## src/rtl/uart_rx_fifo.sv

```systemverilog
// 8N1 UART receiver with a small show-ahead byte FIFO, clocked by the 50 MHz board clock.
// Bytes with a bad stop bit are dropped; good bytes arriving into a full FIFO are dropped with an overrun pulse.
module uart_rx_fifo #(
    parameter int CLKS_PER_BIT = 434,
    parameter int FIFO_DEPTH   = 8
) (
    input  logic                          physical_clock,
    input  logic                          n_reset,
    input  logic                          rx,
    input  logic                          rd_en,
    output logic [7:0]                    rd_data,
    output logic                          rx_valid,
    output logic [$clog2(FIFO_DEPTH):0]   fifo_count,
    output logic                          busy,
    output logic                          frame_err,
    output logic                          overrun
);

    localparam int PW = $clog2(FIFO_DEPTH);
    localparam int CW = $clog2(CLKS_PER_BIT);

    localparam logic [CW-1:0] HALF_END = CW'(CLKS_PER_BIT / 2 - 1);
    localparam logic [CW-1:0] BIT_END  = CW'(CLKS_PER_BIT - 1);
    localparam logic [PW:0]   FULL_CNT = (PW + 1)'(FIFO_DEPTH);

    localparam logic [2:0] IDLE  = 3'd0;
    localparam logic [2:0] START = 3'd1;
    localparam logic [2:0] DATA  = 3'd2;
    localparam logic [2:0] STOP  = 3'd3;
    localparam logic [2:0] BRK   = 3'd4;

    logic          rx_meta;
    logic          rx_s;
    logic [2:0]    state;
    logic [CW-1:0] clk_cnt;
    logic [2:0]    bit_idx;
    logic [7:0]    shift;

    logic [7:0]    mem [FIFO_DEPTH];
    logic [PW-1:0] wr_ptr;
    logic [PW-1:0] rd_ptr;
    logic [PW:0]   count;

    logic bit_end;
    logic pop;
    logic full;
    logic push;

    assign bit_end    = (clk_cnt == BIT_END);
    assign rx_valid   = (count != '0);
    assign pop        = rd_en && rx_valid;
    // A pop in the same cycle frees a slot, so a full FIFO can still accept the byte.
    assign full       = (count == FULL_CNT) && !pop;
    assign push       = (state == STOP) && bit_end && rx_s && !full;
    assign busy       = (state != IDLE);
    assign fifo_count = count;
    assign rd_data    = rx_valid ? mem[rd_ptr] : 8'h00;

    always_ff @(posedge physical_clock) begin
        if (!n_reset) begin
            rx_meta <= 1'b1;
            rx_s    <= 1'b1;
        end else begin
            rx_meta <= rx;
            rx_s    <= rx_meta;
        end
    end

    always_ff @(posedge physical_clock) begin
        if (!n_reset) begin
            state     <= IDLE;
            clk_cnt   <= '0;
            bit_idx   <= '0;
            shift     <= '0;
            frame_err <= 1'b0;
            overrun   <= 1'b0;
        end else begin
            frame_err <= 1'b0;
            overrun   <= 1'b0;
            case (state)
                IDLE: begin
                    if (!rx_s) begin
                        state   <= START;
                        clk_cnt <= '0;
                    end
                end
                START: begin
                    if (clk_cnt == HALF_END) begin
                        if (!rx_s) begin
                            state   <= DATA;
                            clk_cnt <= '0;
                            bit_idx <= '0;
                        end else begin
                            state <= IDLE;
                        end
                    end else begin
                        clk_cnt <= clk_cnt + 1'b1;
                    end
                end
                DATA: begin
                    if (bit_end) begin
                        shift[bit_idx] <= rx_s;
                        clk_cnt        <= '0;
                        if (bit_idx == 3'd7) begin
                            state <= STOP;
                        end else begin
                            bit_idx <= bit_idx + 1'b1;
                        end
                    end else begin
                        clk_cnt <= clk_cnt + 1'b1;
                    end
                end
                STOP: begin
                    if (bit_end) begin
                        clk_cnt <= '0;
                        if (rx_s) begin
                            overrun <= full;
                            state   <= IDLE;
                        end else begin
                            frame_err <= 1'b1;
                            state     <= BRK;
                        end
                    end else begin
                        clk_cnt <= clk_cnt + 1'b1;
                    end
                end
                // Hold off until the line is released so a long break is not seen as new start bits.
                BRK: begin
                    if (rx_s) begin
                        state <= IDLE;
                    end
                end
                default: begin
                    state <= IDLE;
                end
            endcase
        end
    end

    always_ff @(posedge physical_clock) begin
        if (n_reset && push) begin
            mem[wr_ptr] <= shift;
        end
    end

    always_ff @(posedge physical_clock) begin
        if (!n_reset) begin
            wr_ptr <= '0;
            rd_ptr <= '0;
            count  <= '0;
        end else begin
            if (push) begin
                wr_ptr <= wr_ptr + 1'b1;
            end
            if (pop) begin
                rd_ptr <= rd_ptr + 1'b1;
            end
            case ({push, pop})
                2'b10:   count <= count + 1'b1;
                2'b01:   count <= count - 1'b1;
                default: count <= count;
            endcase
        end
    end

endmodule

```

## config.mk

```make
export PLATFORM = sky130hd
export DESIGN_NAME = uart_rx_fifo
export DESIGN_NICKNAME = d
export VERILOG_FILES = /design/src/rtl/uart_rx_fifo.sv
export SDC_FILE = /design/constraint.sdc
export NUM_CORES = 1
export LEC_CHECK = 0
export CAP_MARGIN = 20
export CORE_MARGIN = 4
export CORE_UTILIZATION = 30
export CTS_BUF_LIST = sky130_fd_sc_hd__clkbuf_4
export CTS_CLUSTER_SIZE = 16
export DETAILED_ROUTE_END_ITERATION = 8
export DONT_BUFFER_PORTS = 1
export SLEW_MARGIN = 20
export SYNTH_ARGS = -nofsm -noshare
export SYNTH_HDL_FRONTEND = slang
export SYNTH_SLANG_ARGS = --single-unit
```

## constraint.sdc

```tcl
create_clock -name physical_clock -period 3.5 [get_ports physical_clock]
set_input_delay 0.35 -clock physical_clock [delete_from_list [all_inputs] [get_ports physical_clock]]
set_output_delay 0.35 -clock physical_clock [all_outputs]
set_load 0.05 [all_outputs]
```

==> run metrics <==
number of synthesized register bits roughly 100; Syn Inst Count approximately 360; Comb pwr share around 1.3%; Vias/cell 4.99; post-layout util 33.4%; Synth Area in Compound Gates 7.51%; Synth area leaders edfxtp_1, dfxtp_1, mux4_2; ys async rst share 0%; P_leak 1.83 nW; RSZ-0062 raised after global routing no; global route hottest layer met2; final hold violation count 0; crit path capture type output port; grt met1 use 13.4%; clock root cell clkbuf_4; max-slew violations 0; Worst Reg-to-Reg Cells 8; clock skew 21.5 ps; Post-Synth XOR/XNOR Area 0.570%; CTS Buffer Depth 2; NetSw 0.424 mW; cell depth of the worst hold path 2; CP Capture Point rd_data[2]; Port-buffer cells 0; reg-to-reg startpoint fifo_count[3]; vias in the first global route 2845; share of cells above drive strength 1 14.6%; run status finished, final reports clean; Worst VDD drop roughly 0.00016 V; Worst Max-Slew Pin Slew around 980 ps; post-synth top area share 41.7%; die height around 130 um; # setup viols final 0; GRT Util Overall 10.7%; clock sink count about 100; Post-synth EDFFs 64; global placement routability congestion 0.754; Distinct cells, synth 51; antenna violations before repair 0; largest net degree at the start of global routing 37; max-cap viol count 0; CP Max Fanout 16; register area share after synthesis between 50% and 60%; Mapped Avg Cell Area roughly 13 sq um; post-route ant nets 0; TritonRoute pass-1 iters 4; Synth Cell Area ~4600 sq um; R2R setup slack roughly 960 ps; Clk network pwr share about 32%; Ys Warns 0; via count between 2000 and 3000; P per Cell Area around 380 nW/um^2; prevailing post-synth register cell edfxtp_1; I/O pin cnt 20; adder-cell area share of the yosys netlist 2.88%; CTS tree yes; drc violations 0; fin crit share approximately 73%; later-pin clock latency in the skew report 450 ps; average wire per standard cell 16.0 um; H-tree depth 3; CP Launch Type flop; HPWL after detailed placement 5990 um; setup TNS 0 ps; Data arrival, critical path 2220 ps; met3 Use GR 2.67%; Antenna Cells 0; top cells by instance count after synthesis edfxtp_1, dfxtp_1, nand2_1, mux2i_1, nor2_1; Final Routed Wirelength 9070 um; clock slew at reported path FFs 160 ps; synthesis-to-finish area growth 9.71%; nets@finish 387; Peak Freq 0.389 GHz; Worst EP required 3150 ps; main combinational cell family by area after synthesis simple AND/OR/NAND/NOR gates; syn_nets 375; worst r2r dst fifo_count[3]; Yosys top cell by area edfxtp_1; post-synthesis mux area share 12.8%; clock buffer count from CTS 9; kind of critical path reg2out; M2 GR Usage 18.4%; global-route wire length before repair around 15000 um; Initial Util a little under a third; Remaining Overflow, GRT 0; DIE AREA 17400 sq um; min Tclk post-route 2570 ps; Seq pwr share 66.3%; worst hold path type in2reg; Synth Area in Simple Gates 14.0%; top-count cell post-synth edfxtp_1; cell internal pwr 1.52 mW; Switching Fraction 21.8%; Post-CTS Setup Inserts 0; num rows between 40 and 50; Core Region roughly 15000 sq um; Iter 0 DRT Violations 194; slew margin rel. 34.4%; DIE WIDTH 132 um
==> logic make-up after synthesis <==
family,after synthesis
and+or+nand+nor,119
buffers and inverters,34
xor gates and xnor gates,3
DFF,104
muxes,39
adders and majority gates,10
AOI/OAI and AO/OA,52
==> cell type report <==
class | count | area, sq um
fill | 1485 | 10100
sequential | 104 | 2720
multi-input combinational | 223 | 1740
tap | 188 | 235
timing repair buffer | 21 | 165
clock inverter | 6 | 75.1
clock buffer | 9 | 67.6
inverter | 14 | 52.6
==> repair_timing <==
| item | 4_1_cts | 5_1_grt |
|---|---|---|
| hold buffers | 2 | 1 |
| gates resized for setup | 0 | 0 |
| endpoints found under the hold margin | 4 | 1 |
| endpoints found under the setup margin | 0 | 0 |
==> worst min path at each step <==
stage	start	to	slack, ps
after floorplan	rx_meta	rx_s	390
after global placement	rx_meta	rx_s	400
after detailed placement	rx_meta	rx_s	400
after CTS	n_reset	shift[4]	0.8
after global routing	n_reset	shift[3]	10
final	n_reset	shift[4]	40
==> layout by cell type (no fill, tap or decap), types with 2 or more instances in the layout <==
cell / n
a211o_1: 2
a21o_1: 3
a21oi_1: 12
and2_1: 3
buf_4: 17
clkbuf_4: 10
dfxtp_1: 40
dlygate4sd3_1: 3
edfxtp_1: 64
ha_1: 9
inv_1: 14
inv_6: 2
mux2i_1: 23
mux4_2: 16
nand2_1: 34
nand2b_1: 5
nand3_1: 10
nand3b_1: 5
nand4_1: 6
nor2_1: 22
nor3_1: 9
nor3b_1: 3
nor4_1: 4
o211ai_1: 3
o21a_1: 2
o21ai_0: 13
o221ai_1: 6
o22ai_1: 2
o31a_1: 2
o31ai_1: 3
or3_1: 5
or3b_2: 2
xnor2_1: 2
==> metrics by stage <==
step	cells	power, mW	hold WS (ps)	instance area (sq um)	setup slack (ps)
6_report	565	1.95	42.6	5060	928
5_1_grt	565	2.02	13.9	5060	746
4_1_cts	563	1.97	0.752	5040	523
3_5_place_dp	546	1.34	398	4880	902
3_3_place_gp	546	1.34	397	4880	965
2_1_floorplan	361	1.34	386	4610	1030
==> state kept, by name (all words and copies together) (netlist names), named ones only <==
name        count
mem            64
rx_meta         1
bit_idx         3
clk_cnt         9
rx_s            1
wr_ptr          3
state           3
overrun         1
fifo_count      4
shift           8
frame_err       1
rd_ptr          3
==> layer usage <==
layer,wire length [um],part of all wire (%)
met5,0,0
met4,95,1.0
met3,278,3.1
met2,4600,51
met1,4090,45
==> worst max-delay path, cell delays in order, from the launching register on <==
cell and delay, ps:
dfxtp_1 920, mux4_2 400, mux2i_1 190, nor2_1 70
buf_4 190
==> power by group through the flow <==
stage | clock network [mW] | registers, mW | logic (mW)
2_1_floorplan | 0 | 1.31 | 0.0240
5_1_grt | 0.697 | 1.29 | 0.0298
3_3_place_gp | 0 | 1.32 | 0.0220
6_report | 0.630 | 1.29 | 0.0262
4_1_cts | 0.655 | 1.29 | 0.0254
3_5_place_dp | 0 | 1.32 | 0.0226
Note: power is estimated with default switching activity, not from simulation.
